===== src/rtl/cache_mem_arbiter_if.sv =====
// Cache-side and memory-side signals of the I/D line-fill arbiter.
interface cache_mem_arbiter_if #(
    parameter int BEAT_W = 64
);
    logic              i_pmem_read;
    logic [31:0]       i_pmem_address;
    logic [255:0]      i_pmem_rdata;
    logic              i_pmem_resp;
    logic              d_pmem_read;
    logic              d_pmem_write;
    logic [31:0]       d_pmem_address;
    logic [255:0]      d_pmem_wdata;
    logic [255:0]      d_pmem_rdata;
    logic              d_pmem_resp;
    logic              mem_read;
    logic              mem_write;
    logic [31:0]       mem_address;
    logic [BEAT_W-1:0] mem_burst_o;
    logic [BEAT_W-1:0] mem_burst_i;
    logic              mem_resp;

    modport slave (
        input  i_pmem_read, i_pmem_address,
        input  d_pmem_read, d_pmem_write,
        input  d_pmem_address, d_pmem_wdata,
        input  mem_burst_i, mem_resp,
        output i_pmem_rdata, i_pmem_resp,
        output d_pmem_rdata, d_pmem_resp,
        output mem_read, mem_write,
        output mem_address, mem_burst_o
    );

    modport master (
        output i_pmem_read, i_pmem_address,
        output d_pmem_read, d_pmem_write,
        output d_pmem_address, d_pmem_wdata,
        output mem_burst_i, mem_resp,
        input  i_pmem_rdata, i_pmem_resp,
        input  d_pmem_rdata, d_pmem_resp,
        input  mem_read, mem_write,
        input  mem_address, mem_burst_o
    );
endinterface


===== src/rtl/cache_mem_arbiter.sv =====
// Arbitrates I-cache fills and D-cache fills/writebacks onto one
// burst memory port; D-side has fixed priority.
module cache_mem_arbiter #(
    parameter int BEAT_W = 64,
    parameter int BEATS  = 4
) (
    input logic                clk,
    input logic                rst,
    cache_mem_arbiter_if.slave bus
);
    localparam int LINE_W = BEAT_W * BEATS;
    localparam int CNT_W  = (BEATS > 1) ? $clog2(BEATS) : 1;

    typedef enum logic [1:0] {IDLE, READ, WRITE, DONE} state_t;

    state_t            state;
    state_t            state_n;
    logic [CNT_W-1:0]  cnt;
    logic              owner_d;
    logic [31:0]       addr;
    logic [LINE_W-1:0] wdata;
    logic [LINE_W-1:0] line;
    logic              d_req;
    logic              last_beat;

    assign d_req     = bus.d_pmem_read || bus.d_pmem_write;
    assign last_beat = bus.mem_resp && (int'(cnt) == BEATS - 1);

    always_ff @(posedge clk) begin
        if (!rst) begin
            state   <= IDLE;
            cnt     <= '0;
            owner_d <= 1'b0;
            addr    <= '0;
            wdata   <= '0;
            line    <= '0;
        end else begin
            state <= state_n;
            case (state)
                IDLE: begin
                    if (d_req) begin
                        owner_d <= 1'b1;
                        addr    <= bus.d_pmem_address;
                        wdata   <= bus.d_pmem_wdata;
                    end else if (bus.i_pmem_read) begin
                        owner_d <= 1'b0;
                        addr    <= bus.i_pmem_address;
                    end
                end
                READ: begin
                    if (bus.mem_resp) begin
                        line[BEAT_W*int'(cnt) +: BEAT_W] <= bus.mem_burst_i;
                        cnt <= last_beat ? '0 : cnt + 1'b1;
                    end
                end
                WRITE: begin
                    if (bus.mem_resp)
                        cnt <= last_beat ? '0 : cnt + 1'b1;
                end
                default: ;
            endcase
        end
    end

    // A simultaneous read+write from D is a writeback; the fill follows later.
    always_comb begin
        state_n = state;
        case (state)
            IDLE: begin
                if (bus.d_pmem_write)
                    state_n = WRITE;
                else if (bus.d_pmem_read || bus.i_pmem_read)
                    state_n = READ;
            end
            READ, WRITE: begin
                if (last_beat)
                    state_n = DONE;
            end
            DONE:    state_n = IDLE;
            default: state_n = IDLE;
        endcase
    end

    // Outputs are forced low while reset is held, even before the reset edge.
    always_comb begin
        bus.mem_read     = 1'b0;
        bus.mem_write    = 1'b0;
        bus.mem_address  = '0;
        bus.mem_burst_o  = '0;
        bus.i_pmem_resp  = 1'b0;
        bus.d_pmem_resp  = 1'b0;
        bus.i_pmem_rdata = '0;
        bus.d_pmem_rdata = '0;
        if (rst) begin
            bus.mem_read     = (state == READ);
            bus.mem_write    = (state == WRITE);
            bus.i_pmem_resp  = (state == DONE) && !owner_d;
            bus.d_pmem_resp  = (state == DONE) && owner_d;
            bus.i_pmem_rdata = line;
            bus.d_pmem_rdata = line;
            if (state == READ || state == WRITE)
                bus.mem_address = addr & ~32'h1F;
            if (state == WRITE)
                bus.mem_burst_o = wdata[BEAT_W*int'(cnt) +: BEAT_W];
        end
    end
endmodule


===== src/flat_wrapper.sv =====
// flat-port wrapper written by rule: the top's interface ports become plain ports
module cache_mem_arbiter_flat 
#(
    parameter int BEAT_W = 64,
    parameter int BEATS  = 4
)
  (clk, rst, bus_i_pmem_read, bus_i_pmem_address, bus_d_pmem_read, bus_d_pmem_write, bus_d_pmem_address, bus_d_pmem_wdata, bus_mem_burst_i, bus_mem_resp, bus_i_pmem_rdata, bus_i_pmem_resp, bus_d_pmem_rdata, bus_d_pmem_resp, bus_mem_read, bus_mem_write, bus_mem_address, bus_mem_burst_o);
  cache_mem_arbiter_if #(.BEAT_W(BEAT_W)) bus_i ();
  input logic clk;
  input logic rst;
  input wire logic [$bits(bus_i.i_pmem_read)-1:0] bus_i_pmem_read;
  input wire logic [$bits(bus_i.i_pmem_address)-1:0] bus_i_pmem_address;
  input wire logic [$bits(bus_i.d_pmem_read)-1:0] bus_d_pmem_read;
  input wire logic [$bits(bus_i.d_pmem_write)-1:0] bus_d_pmem_write;
  input wire logic [$bits(bus_i.d_pmem_address)-1:0] bus_d_pmem_address;
  input wire logic [$bits(bus_i.d_pmem_wdata)-1:0] bus_d_pmem_wdata;
  input wire logic [$bits(bus_i.mem_burst_i)-1:0] bus_mem_burst_i;
  input wire logic [$bits(bus_i.mem_resp)-1:0] bus_mem_resp;
  output wire logic [$bits(bus_i.i_pmem_rdata)-1:0] bus_i_pmem_rdata;
  output wire logic [$bits(bus_i.i_pmem_resp)-1:0] bus_i_pmem_resp;
  output wire logic [$bits(bus_i.d_pmem_rdata)-1:0] bus_d_pmem_rdata;
  output wire logic [$bits(bus_i.d_pmem_resp)-1:0] bus_d_pmem_resp;
  output wire logic [$bits(bus_i.mem_read)-1:0] bus_mem_read;
  output wire logic [$bits(bus_i.mem_write)-1:0] bus_mem_write;
  output wire logic [$bits(bus_i.mem_address)-1:0] bus_mem_address;
  output wire logic [$bits(bus_i.mem_burst_o)-1:0] bus_mem_burst_o;
  assign bus_i.i_pmem_read = bus_i_pmem_read;
  assign bus_i.i_pmem_address = bus_i_pmem_address;
  assign bus_i.d_pmem_read = bus_d_pmem_read;
  assign bus_i.d_pmem_write = bus_d_pmem_write;
  assign bus_i.d_pmem_address = bus_d_pmem_address;
  assign bus_i.d_pmem_wdata = bus_d_pmem_wdata;
  assign bus_i.mem_burst_i = bus_mem_burst_i;
  assign bus_i.mem_resp = bus_mem_resp;
  assign bus_i_pmem_rdata = bus_i.i_pmem_rdata;
  assign bus_i_pmem_resp = bus_i.i_pmem_resp;
  assign bus_d_pmem_rdata = bus_i.d_pmem_rdata;
  assign bus_d_pmem_resp = bus_i.d_pmem_resp;
  assign bus_mem_read = bus_i.mem_read;
  assign bus_mem_write = bus_i.mem_write;
  assign bus_mem_address = bus_i.mem_address;
  assign bus_mem_burst_o = bus_i.mem_burst_o;
  cache_mem_arbiter #(.BEAT_W(BEAT_W), .BEATS(BEATS)) u_core (.clk(clk), .rst(rst), .bus(bus_i));
endmodule

===== config.mk =====
export PLATFORM = sky130hd
export DESIGN_NAME = cache_mem_arbiter_flat
export DESIGN_NICKNAME = d
export VERILOG_FILES = /design/src/rtl/cache_mem_arbiter_if.sv /design/src/rtl/cache_mem_arbiter.sv /design/src/flat_wrapper.sv
export SDC_FILE = /design/constraint.sdc
export NUM_CORES = 1
export LEC_CHECK = 0
export CAP_MARGIN = 15
export CORE_AREA = 2 2 388 390
export CTS_BUF_LIST = sky130_fd_sc_hd__clkbuf_8
export DETAILED_ROUTE_END_ITERATION = 7
export DIE_AREA = 0 0 390 392
export GPL_TIMING_DRIVEN = 0
export SLEW_MARGIN = 20
export SYNTH_ARGS = -nofsm -noshare
export SYNTH_HDL_FRONTEND = slang
export SYNTH_SLANG_ARGS = --single-unit
export TNS_END_PERCENT = 20

===== constraint.sdc =====
create_clock -name clk -period 2.1 [get_ports clk]
set_input_delay 0.315 -clock clk [delete_from_list [all_inputs] [get_ports clk]]
set_output_delay 0.315 -clock clk [all_outputs]
set_load 0.05 [all_outputs]

==> run metrics <==
status finished with violations; violated checks negative setup slack; CP max stage delay 490 ps; Clock transition at path regs 60 ps; # DRC 0; RSZ-0062 raised after global routing yes; initial DRC count 2145; Avg Synthesized Cell Area 8.874 um2; core area 148900 um2; GRT overflow 0; fin crit period 2809 ps; Final setup viols 755; cts bufs inserted 101; drt via density 4.273; WP data required 1780 ps; vias in the first global route 25400; worst-case clock skew 75.90 ps; Clock power frac 28.1%; P_sw 13.59 mW; Data arrival, critical path 2490 ps; CTS max path bufs 3; Peak VDD IR 0.4784 mV; Yosys warnings 0; Async SR Flop Fraction 0%; Max Cap Viol 0; WL final 148100 um; Seq/Total Area, Yosys 42.80%; Synth-to-Final Area Change 66.56%; IO Count 1002; min-delay src bus_d_pmem_wdata[45]; final hold vios 0; Hold Crit Class in2reg; Cell Area, Synth 25440 um2; top-count cell post-synth nand2_1; first-pass GRT wire length 196300 um; Overall Power 36.56 mW; Flop pwr share 33.7%; CP startpoint kind register; Post-Synth Adder-Cell Area 0.4918%; proportion of synthesized area in mux cells 6.845%; cells taking the most area after synthesis dfxtp_1 (43%), nand2_1 (10%), buf_4 (8.4%); Vias 26140; period utilization 133.7%; Cells after DPL 5799; DPL Wire Length 117900 um; Routed Antenna Nets 0; wire per inst 24.22 um; pin count of the biggest net entering global routing 16; Root Driver clkbuf_8; Placed Instance Area 37760 um2; Synth cell types 43; Post-Place Worst Slack -2621 ps; Final Max Tran Viols 0; top cells by count, synth nand2_1 (701), dfxtp_1 (544), buf_4 (284); Die Footprint 152900 um2; Worst-Margin Slew 1053 ps; R2R setup slack -580 ps; combinational cell fraction of total power 38.2%; CTS tree built; Cells after Synth 2867; hold_ws 116.8 ps; post-route cell area 42380 um2; Non-Filler Instances 6117; crit path capture type output port; CP max FO 6; #FFs+latches synth 544; hold depth 3; fraction of the mapped netlist area in compound gates 16.98%; Cell Pwr Density 862.8 nW/um2; Skew-Pair Late Insertion Delay 780 ps; Reg-to-Reg Start u_core.cnt[0]$_SDFFE_PN0P_; initial core utilization 17.09%; internal power component 22.97 mW; critical path's slowest cell mux4_2; GRT Total Usage 18.25%; die span in y 392 um; Leak 18.80 nW; biggest area consumer among synthesized cells dfxtp_1; Post-Synth XOR/XNOR Area 0%; first-pass detailed-route iteration total 5; reg-to-reg endpoint u_core.line[4]$_SDFFE_PN0P_; EDFF count, synth 0; Worst Setup SP u_core.cnt[0]$_SDFFE_PN0P_; Fill cells 16010; post-route setup slack -708.6 ps; r2r worst-path depth 14; nets 4480; quantity of I/O buffers inserted on ports 983; Rel. slew slack 29.79%; H-Tree Level Count 3; GP Congestion 0.9315; crit path cell chain buf_12, buf_4, buf_12, mux4_2, and2_1, buf_4; Hold Path Sink u_core.wdata[45]$_SDFFE_PN0P_; kind of critical path reg2out; antenna violations before repair 46; # rows 142; switch share 37.17%; prevailing post-synth register cell dfxtp_1; post-synth top area share 42.80%; Die W 390 um; Max Clock Freq 0.3561 GHz; clk sink count 544; Post-Synth Simple-Gate Area 19.52%; ratio of cells with drive above 1 in the final layout 26.51%; largest family of logic cells by synthesized area simple AND/OR/NAND/NOR gates
-- state kept, by name, summed over array words and instances, names as in the netlist --
signal and cells:
u_core.cnt 2, u_core.state 2, u_core.wdata 256, u_core.line 256, u_core.owner_d 1, u_core.addr 27
-- cell families after synthesis --
group                      Yosys count
AOI/OAI and AO/OA                  574
adders and majority gates           10
buffers and inverters              572
DFF                                544
muxes                               94
other                                1
and+or+nand+nor                   1072
-- cell usage in the layout, fill, tap and decap left out, types with 6 or more instances in the layout --
cell type / Yosys / final
buf_16: 0 / 8
a21boi_0: 210 / 210
nor2b_1: 68 / 68
clkbuf_8: 0 / 129
clkdlybuf4s15_1: 0 / 29
a21boi_1: 47 / 47
clkbuf_1: 116 / 70
inv_1: 72 / 100
clkbuf_2: 2 / 30
clkinvlp_4: 0 / 7
clkdlybuf4s50_1: 0 / 417
mux2i_1: 30 / 30
nand2_1: 701 / 696
clkbuf_4: 0 / 6
diode_2: 0 / 23
ha_4: 0 / 6
and3_1: 31 / 14
o22ai_1: 68 / 55
dlygate4sd2_1: 0 / 291
o2bb2ai_2: 0 / 43
o22ai_2: 0 / 13
dlygate4sd3_1: 0 / 46
and3_4: 0 / 17
buf_6: 2 / 39
o21ai_0: 29 / 29
and2_1: 257 / 220
clkdlybuf4s15_2: 0 / 56
dfxtp_1: 544 / 538
clkinv_2: 0 / 7
buf_12: 3 / 43
a22o_1: 28 / 28
o2bb2ai_1: 96 / 51
buf_2: 85 / 116
a21oi_1: 28 / 28
buf_8: 1 / 53
mux4_2: 64 / 64
and2_4: 0 / 36
buf_4: 284 / 371
clkbuf_16: 0 / 16
a32oi_1: 64 / 62
-- worst max path at each step --
stage | end | cells after the start | slack [ps]
after floorplan | u_core.line[219]$_SDFFE_PN0P_ | 10 | 3
after global placement | bus_i_pmem_rdata[191] | 8 | -2610
after CTS | bus_mem_burst_o[56] | 6 | -880
after global routing | bus_mem_burst_o[56] | 6 | -840
after detailed placement | bus_i_pmem_rdata[191] | 8 | -2620
final | bus_mem_burst_o[33] | 6 | -710
-- critical path, delay by kind of cell (launching register included) --
kind          cells  cell delay (ps)
buf+inv           4              670
mux               1              490
flops             1              350
simple gates      1              210
-- power groups by stage --
stage                     clock network, mW  logic (mW)  registers [mW]
after floorplan                           0        6.44            12.2
after global placement                    0        10.8            12.4
after detailed placement                  0        10.9            12.5
after CTS                              10.5        12.2            12.3
after global routing                   11.0        14.9            12.4
final                                  10.3        14.0            12.3
-- per-stage QoR --
step           setup TNS, ps  util [%]
2_1_floorplan              0         -
3_3_place_gp        -1472780     25.34
3_5_place_dp        -1481930     25.36
4_1_cts              -329020     27.58
5_1_grt              -340160     28.44
6_report             -256860     28.46
-- area by class of cell --
cell class                      instances  area, um2  area share, %
Buffer                                493       3706          8.745
Tap cell                             1944       2432          5.740
Multi-Input combinational cell       1755      11920          28.12
Inverter                               72      292.8         0.6909
Clock buffer                          118       1624          3.832
Clock inverter                         55      331.6         0.7824
Antenna cell                           23      57.56         0.1358
Sequential cell                       544      10910          25.73
Timing Repair Buffer                 1113      11110          26.22
-- per-layer routing --
layer / vias to the layer above / wire length, um / global-route usage [%]
li1: 11840 / - / -
met1: 12720 / 62520 / 23.16
met2: 1327 / 68720 / 29.90
met3: 233 / 12100 / 4.566
met4: 20 / 4666 / 6.402
met5: - / 126 / 0
-- repair_timing --
action	4_1_cts	5_1_grt
cloned	8	12
hold endpoints to repair	47	0
hold buffers	46	0
pin swaps	30	22
buffers inserted	41	24
setup endpoints to repair	1074	859
resized for setup	1873	258
Note: power is estimated with default switching activity, not from simulation.
